===== src/rtl/rp_bus_arb.sv =====
// Shares one memory port between the program-fetch bus and the data bus.
// Data wins contention unless a fetch has waited MAXWAIT cycles; grants lock across memory stalls.
module rp_bus_arb #(
  parameter int AW      = 16,
  parameter int DW      = 32,
  parameter int SW      = DW / 8,
  parameter int MAXWAIT = 3
) (
  input  logic          i_clk,
  input  logic          i_rst,
  input  logic          i_bup_req,
  input  logic [AW-1:0] i_bup_adr,
  output logic [DW-1:0] o_bup_rdt,
  output logic          o_bup_ack,
  input  logic          i_bud_req,
  input  logic          i_bud_wen,
  input  logic [SW-1:0] i_bud_sel,
  input  logic [AW-1:0] i_bud_adr,
  input  logic [DW-1:0] i_bud_wdt,
  output logic [DW-1:0] o_bud_rdt,
  output logic          o_bud_ack,
  output logic          o_bum_req,
  output logic          o_bum_wen,
  output logic [SW-1:0] o_bum_sel,
  output logic [AW-1:0] o_bum_adr,
  output logic [DW-1:0] o_bum_wdt,
  input  logic [DW-1:0] i_bum_rdt,
  input  logic          i_bum_ack,
  output logic [1:0]    o_state
);

  // Handshake on every bus: a transfer happens in any cycle where req and ack are
  // both high; ack has no meaning without req, and read data is on rdt one cycle later.

  localparam int WW = $clog2(MAXWAIT + 1);
  localparam logic [WW-1:0] MAXW = WW'(MAXWAIT);

  localparam logic [1:0] ST_IDLE   = 2'd0;
  localparam logic [1:0] ST_LOCK_P = 2'd1;
  localparam logic [1:0] ST_LOCK_D = 2'd2;

  localparam logic [1:0] OWN_NONE = 2'd0;
  localparam logic [1:0] OWN_P    = 2'd1;
  localparam logic [1:0] OWN_D    = 2'd2;

  logic [1:0]    r_state;
  logic [WW-1:0] r_wait_cnt;
  logic [1:0]    r_rd_own;
  logic [DW-1:0] r_hold_p;
  logic [DW-1:0] r_hold_d;

  logic w_grant_p;
  logic w_grant_d;
  logic w_xfer_p;
  logic w_xfer_d;
  logic w_rd_d;

  // A locked port keeps the grant only while it still requests; dropping req releases it.
  always_comb begin
    w_grant_p = 1'b0;
    w_grant_d = 1'b0;
    if (!i_rst) begin
      case (r_state)
        ST_LOCK_P: w_grant_p = i_bup_req;
        ST_LOCK_D: w_grant_d = i_bud_req;
        default: begin
          if (i_bup_req && i_bud_req) begin
            if (r_wait_cnt == MAXW) w_grant_p = 1'b1;
            else                    w_grant_d = 1'b1;
          end else begin
            w_grant_p = i_bup_req;
            w_grant_d = i_bud_req;
          end
        end
      endcase
    end
  end

  assign w_xfer_p = w_grant_p & i_bum_ack;
  assign w_xfer_d = w_grant_d & i_bum_ack;
  assign w_rd_d   = w_xfer_d & ~i_bud_wen;

  assign o_bum_req = w_grant_p | w_grant_d;
  assign o_bum_wen = w_grant_d & i_bud_wen;
  assign o_bum_sel = w_grant_p ? {SW{1'b1}} : (w_grant_d ? i_bud_sel : '0);
  assign o_bum_adr = w_grant_p ? i_bup_adr : (w_grant_d ? i_bud_adr : '0);
  assign o_bum_wdt = w_grant_d ? i_bud_wdt : '0;

  assign o_bup_ack = w_xfer_p;
  assign o_bud_ack = w_xfer_d;

  assign o_bup_rdt = i_rst ? '0 : ((r_rd_own == OWN_P) ? i_bum_rdt : r_hold_p);
  assign o_bud_rdt = i_rst ? '0 : ((r_rd_own == OWN_D) ? i_bum_rdt : r_hold_d);

  assign o_state = r_state;

  always_ff @(posedge i_clk) begin
    if (i_rst) begin
      r_state <= ST_IDLE;
    end else begin
      case (r_state)
        ST_LOCK_P: r_state <= (!i_bup_req || i_bum_ack) ? ST_IDLE : ST_LOCK_P;
        ST_LOCK_D: r_state <= (!i_bud_req || i_bum_ack) ? ST_IDLE : ST_LOCK_D;
        default: begin
          if (w_grant_p && !i_bum_ack)      r_state <= ST_LOCK_P;
          else if (w_grant_d && !i_bum_ack) r_state <= ST_LOCK_D;
          else                              r_state <= ST_IDLE;
        end
      endcase
    end
  end

  // Saturating count of cycles a requesting fetch has gone without a transfer.
  always_ff @(posedge i_clk) begin
    if (i_rst || !i_bup_req || w_xfer_p) begin
      r_wait_cnt <= '0;
    end else if (r_wait_cnt != MAXW) begin
      r_wait_cnt <= r_wait_cnt + 1'b1;
    end
  end

  always_ff @(posedge i_clk) begin
    if (i_rst) begin
      r_rd_own <= OWN_NONE;
      r_hold_p <= '0;
      r_hold_d <= '0;
    end else begin
      if (w_xfer_p)    r_rd_own <= OWN_P;
      else if (w_rd_d) r_rd_own <= OWN_D;
      else             r_rd_own <= OWN_NONE;
      if (r_rd_own == OWN_P) r_hold_p <= i_bum_rdt;
      if (r_rd_own == OWN_D) r_hold_d <= i_bum_rdt;
    end
  end

endmodule


===== config.mk =====
export PLATFORM = sky130hd
export DESIGN_NAME = rp_bus_arb
export DESIGN_NICKNAME = d
export VERILOG_FILES = /design/src/rtl/rp_bus_arb.sv
export SDC_FILE = /design/constraint.sdc
export NUM_CORES = 1
export LEC_CHECK = 0
export BUFFER_PORTS_ARGS = -buffer_cell sky130_fd_sc_hd__buf_2
export CORE_MARGIN = 2
export CORE_UTILIZATION = 37
export CTS_CLUSTER_SIZE = 12
export DETAILED_ROUTE_END_ITERATION = 7
export GPL_TIMING_DRIVEN = 0
export PLACE_DENSITY = 0.77
export SYNTH_ARGS = -nofsm -noshare
export SYNTH_HDL_FRONTEND = slang
export SYNTH_SLANG_ARGS = --single-unit

===== constraint.sdc =====
create_clock -name i_clk -period 1.86 [get_ports i_clk]
set_clock_uncertainty 0.05 [all_clocks]
set_input_delay 0.186 -clock i_clk [delete_from_list [all_inputs] [get_ports i_clk]]
set_output_delay 0.186 -clock i_clk [all_outputs]
set_load 0.1 [all_outputs]

==> impl_metrics.yaml, run 1 <==
synth:
  synth.avg_cell_area_um2: 7.74
  synth-seq-cells: 70
  ys_types: 27
  async_flop_share: 0
  syn-instance-count: 411
  synth_enable_flop_cells: 0
  synth_top_area_cell: "dfxtp_1"
  synthFlopType: "dfxtp_1"
  synth_nets: 520
  yosysWarningCount: 0
  syn_area_um2: 3180
  ys_top_cells_by_area: "dfxtp_1 (44%), nand2_1 (15%), a21oi_1 (10%)"
  synth_top_area_share: 0.441
  ys_seq_area_frac: 0.441
placement:
  gp_congestion: 0.799
  port_buffers: 227
  dp_hpwl_um: 9190
  post-place-ws_ps: -373
  dpl-instance-area_um2: 5530
run_status:
  outcome: "aborted with a tool error"
  error: "[ERROR DPL-0033] detailed placement checks failed during check placement."
  stop_stage: "clock tree synthesis (4_1_cts)"
cts:
  clk_path_buf_depth: 2
  cts_setup_buffers: 13
  clock-sinks: 70
  root_buffer: "clkbuf_8"
  numCtsBuffers: 9
  hold_buffers: 0
  cts_resized: 629
  cts_max_level: 3
floorplanning:
  placementRows: 33
  die_width_um: 96.7
  start_util: 0.385
  io-pin-count: 228
  die_y_um: 96.7
## synth_stat cells, types with 2 or more instances
| cell type | number |
|---|---|
| dfxtp_1 | 70 |
| ha_1 | 3 |
| nand3_1 | 2 |
| nor2_1 | 7 |
| buf_1 | 5 |
| a21o_1 | 4 |
| inv_1 | 20 |
| buf_6 | 3 |
| buf_2 | 7 |
| a211oi_1 | 2 |
| and2_1 | 13 |
| and2_4 | 20 |
| nor2b_1 | 3 |
| clkbuf_1 | 16 |
| nand4_1 | 16 |
| a21oi_1 | 64 |
| mux2i_1 | 17 |
| nand2b_1 | 2 |
| nand2_1 | 129 |
## stage by stage
stage                     instances  TNS (ps)
after detailed placement        743    -32640
after global placement          743    -29570
after floorplan                 411    -17110
## cells by family after synthesis
| family | count (synthesis) | synth area share |
|---|---|---|
| multiplexers | 17 | 0.0535 |
| adder cells (fa/ha/maj) | 3 | 0.0118 |
| AND/OR/NAND/NOR | 196 | 0.298 |
| AO/OA/AOI/OAI | 72 | 0.121 |
| flip-flops | 70 | 0.441 |
| XOR/XNOR | 1 | 0.00275 |
| buffers and inverters | 52 | 0.0724 |
==> inputs of run 2 (changes only) <==
Settings changed: CORE_UTILIZATION 37 to 40, CTS_CLUSTER_SIZE 12 to default, PLACE_DENSITY 0.77 to default, PLACE_DENSITY_LB_ADDON from default to 0.15.
Clock period 1.86 ns to 2.42 ns, I/O delays scaled along.
==> run 2 against run 1 <==
Effect of this change:
- the flow now finishes, with violations (negative setup slack)
- synthesized cell count stayed put
- synthesized area did not move
==> impl_metrics.yaml, run 2 <==
synth:
  ys_seq_area_frac: 0.441
  synthFlopType: "dfxtp_1"
  synth_top_area_share: 0.441
  synth.avg_cell_area_um2: 7.74
  ys_top_cells_by_count: "nand2_1 (129), dfxtp_1 (70), a21oi_1 (64)"
  async_flop_share: 0
  syn-instance-count: 411
  ys_top_cells_by_area: "dfxtp_1 (44%), nand2_1 (15%), a21oi_1 (10%)"
  synth.most_common_cell: "nand2_1"
  synth_enable_flop_cells: 0
  yosysWarningCount: 0
  ys_types: 27
  syn_area_um2: 3180
  synth_nets: 520
  synth-seq-cells: 70
  synth_top_area_cell: "dfxtp_1"
global_routing:
  grt_pass1_wl_um: 18100
  grt_max_degree: 13
  grt_usage: 0.263
  gr-total-overflow: 0
  grt_pass1_vias: 3678
  grt_antenna_before_repair: 0
cts:
  cts_tree: "done"
  numCtsBuffers: 9
  cts.clk_slew.worst_paths_ps: 70
  clk_path_buf_depth: 2
  root_buffer: "clkbuf_8"
  insertion_delay_ps: 340
  cts_max_level: 3
  clock-sinks: 70
  hold_buffers: 0
timing:
  drv_slew: 0
  hold_viol: 0
  setup_viol: 27
  hold_ws_ps: 93.7
  max_slew.worst_pin.slew_ps: 834
  grt_setup_unrepaired: "yes"
  setup_slack_ps: -55.9
  finalCritPeriodShare: 1.02
  fmax_mhz: 404
  layout_min_cycle_time_ps: 2480
  tns_ps: -489
  slew_headroom: 0.444
power:
  swShare: 0.393
  p_leak_nw: 2.67
  switchingPower_mw: 1.28
  pwr-share-seq: 0.364
  intPower_mw: 1.97
  pwr-share-comb: 0.380
  powerDensity_nw_per_um2: 526
  pwr-share-clk: 0.256
  ir_drop_uv: 399
detailed_routing:
  drtAntennaViolNets: 0
  drt_wl_total_um: 14300
  drc_errors: 0
  drt_iter0_drc: 116
  firstDrtPassIters: 4
  wl_per_cell_um: 18.7
  vias: 3951
  via_per_inst: 5.16
setup_path:
  crit_path_start: "o_state[0]"
  rr_endpoint: "r_rd_own[1]"
  worst_ep_arrival_time_ps: 2180
  regToRegSetupSlack_ps: 750
  r2r_start: "o_state[0]"
  path_max_fanout: 5
  crit_path_start_kind: "flip-flop"
  r2r_cells: 7
  crit_type: "flip-flop to output pin"
  cp-end-kind: "output pin"
  worstPathRequired_ps: 2130
run_status:
  violations: "negative setup slack"
  outcome: "finished with violations"
final_layout:
  n_fill_cell: 482
  final_common_cell: "nand2_1"
  num_antenna_cells: 0
  drive_above_1_share: 0.605
  finalInstanceArea_um2: 6180
  syn2layout_area_growth_pct: 94.4
  regArea_um2: 1410
  multiInputGateArea_um2: 2090
  top_regs: "r_hold_d: 32 flops, r_hold_p: 32 flops"
  final_cell_mix: "nand2_1 (128), buf_2 (119), dfxtp_1 (68)"
  fin_nets: 769
placement:
  dp_hpwl_um: 8280
  gp_congestion: 0.915
  dpl-instance-area_um2: 4960
  port_buffers: 227
floorplanning:
  core_um2: 7730
  placementRows: 32
  die_area_um2: 8680
  die_width_um: 93.2
  io-pin-count: 228
  die_y_um: 93.2
  start_util: 0.412
min_path:
  hold_path_end: "o_state[0]"
  hold_start: "i_bum_ack"
  hold_depth: 2
  hp-class: "primary input to flip-flop"
job:
  maxCapViolations: 0
run 2: cell counts after synthesis:
No cell type changed its count.
run 2: what timing repair did:
item	4_1_cts	5_1_grt
setup buffers	0	6
endpoints found under the setup margin	91	106
gates cloned	0	5
pin swaps	0	20
resized for setup	137	139
run 2: worst max-delay path by stage:
stage               endpoint  cells after the start
4_1_cts        o_bum_wdt[22]                      9
3_3_place_gp    o_bum_wdt[7]                      7
5_1_grt         o_bum_adr[8]                      7
2_1_floorplan  o_bum_adr[10]                      6
3_5_place_dp    o_bum_wdt[7]                      7
6_report        o_bum_adr[0]                      7
run 2: final cells by class:
cell class,instances,share of cell area
repair buffers,238,0.339
inverters,20,0.0121
clock inverters,5,0.00587
plain buffers,32,0.0348
well taps,102,0.0206
clock buffers,10,0.0223
flip-flops and latches,70,0.228
multi-input cells,289,0.337
run 2: metrics by stage:
| step | power (mW) | cells | setup slack, ps | utilization |
|---|---|---|---|---|
| after floorplan | 2.00 | 411 | -18.3 | - |
| after global placement | 2.19 | 740 | 142 | 0.642 |
| after detailed placement | 2.20 | 740 | 93.8 | 0.642 |
| after CTS | 3.10 | 755 | 0.0779 | 0.718 |
| after global routing | 3.34 | 766 | -98.0 | 0.800 |
| final | 3.25 | 766 | -55.9 | 0.800 |
run 2: logic make-up after synthesis:
kind of cell / Yosys count / synth area share
xor+xnor: 1 / 0.00275
compound gates: 72 / 0.121
simple gates: 196 / 0.298
fa+ha+maj: 3 / 0.0118
mux: 17 / 0.0535
flops: 70 / 0.441
buf+inv: 52 / 0.0724
run 2: routing by layer:
metal	wire length, um	track usage
met1	5210	0.316
met2	7460	0.464
met3	1080	0.0766
met4	585	0.0625
met5	0	0
run 2: worst max-delay path, cell delays in order (launching register included):
cell and delay (ps):
dfxtp_4 360, inv_2 50, ha_4 300, nor2_4 40, a311o_2 460, clkbuf_16 220, mux2i_4 200, buf_12 200
run 2: power groups by stage:
stage | Clock [mW] | Combinational (mW) | Sequential, mW
final | 0.833 | 1.23 | 1.18
after global routing | 0.888 | 1.27 | 1.19
after CTS | 0.848 | 1.07 | 1.18
after detailed placement | 0 | 0.991 | 1.21
after global placement | 0 | 0.983 | 1.21
after floorplan | 0 | 0.783 | 1.22
Power figures use the tool's default switching activity.
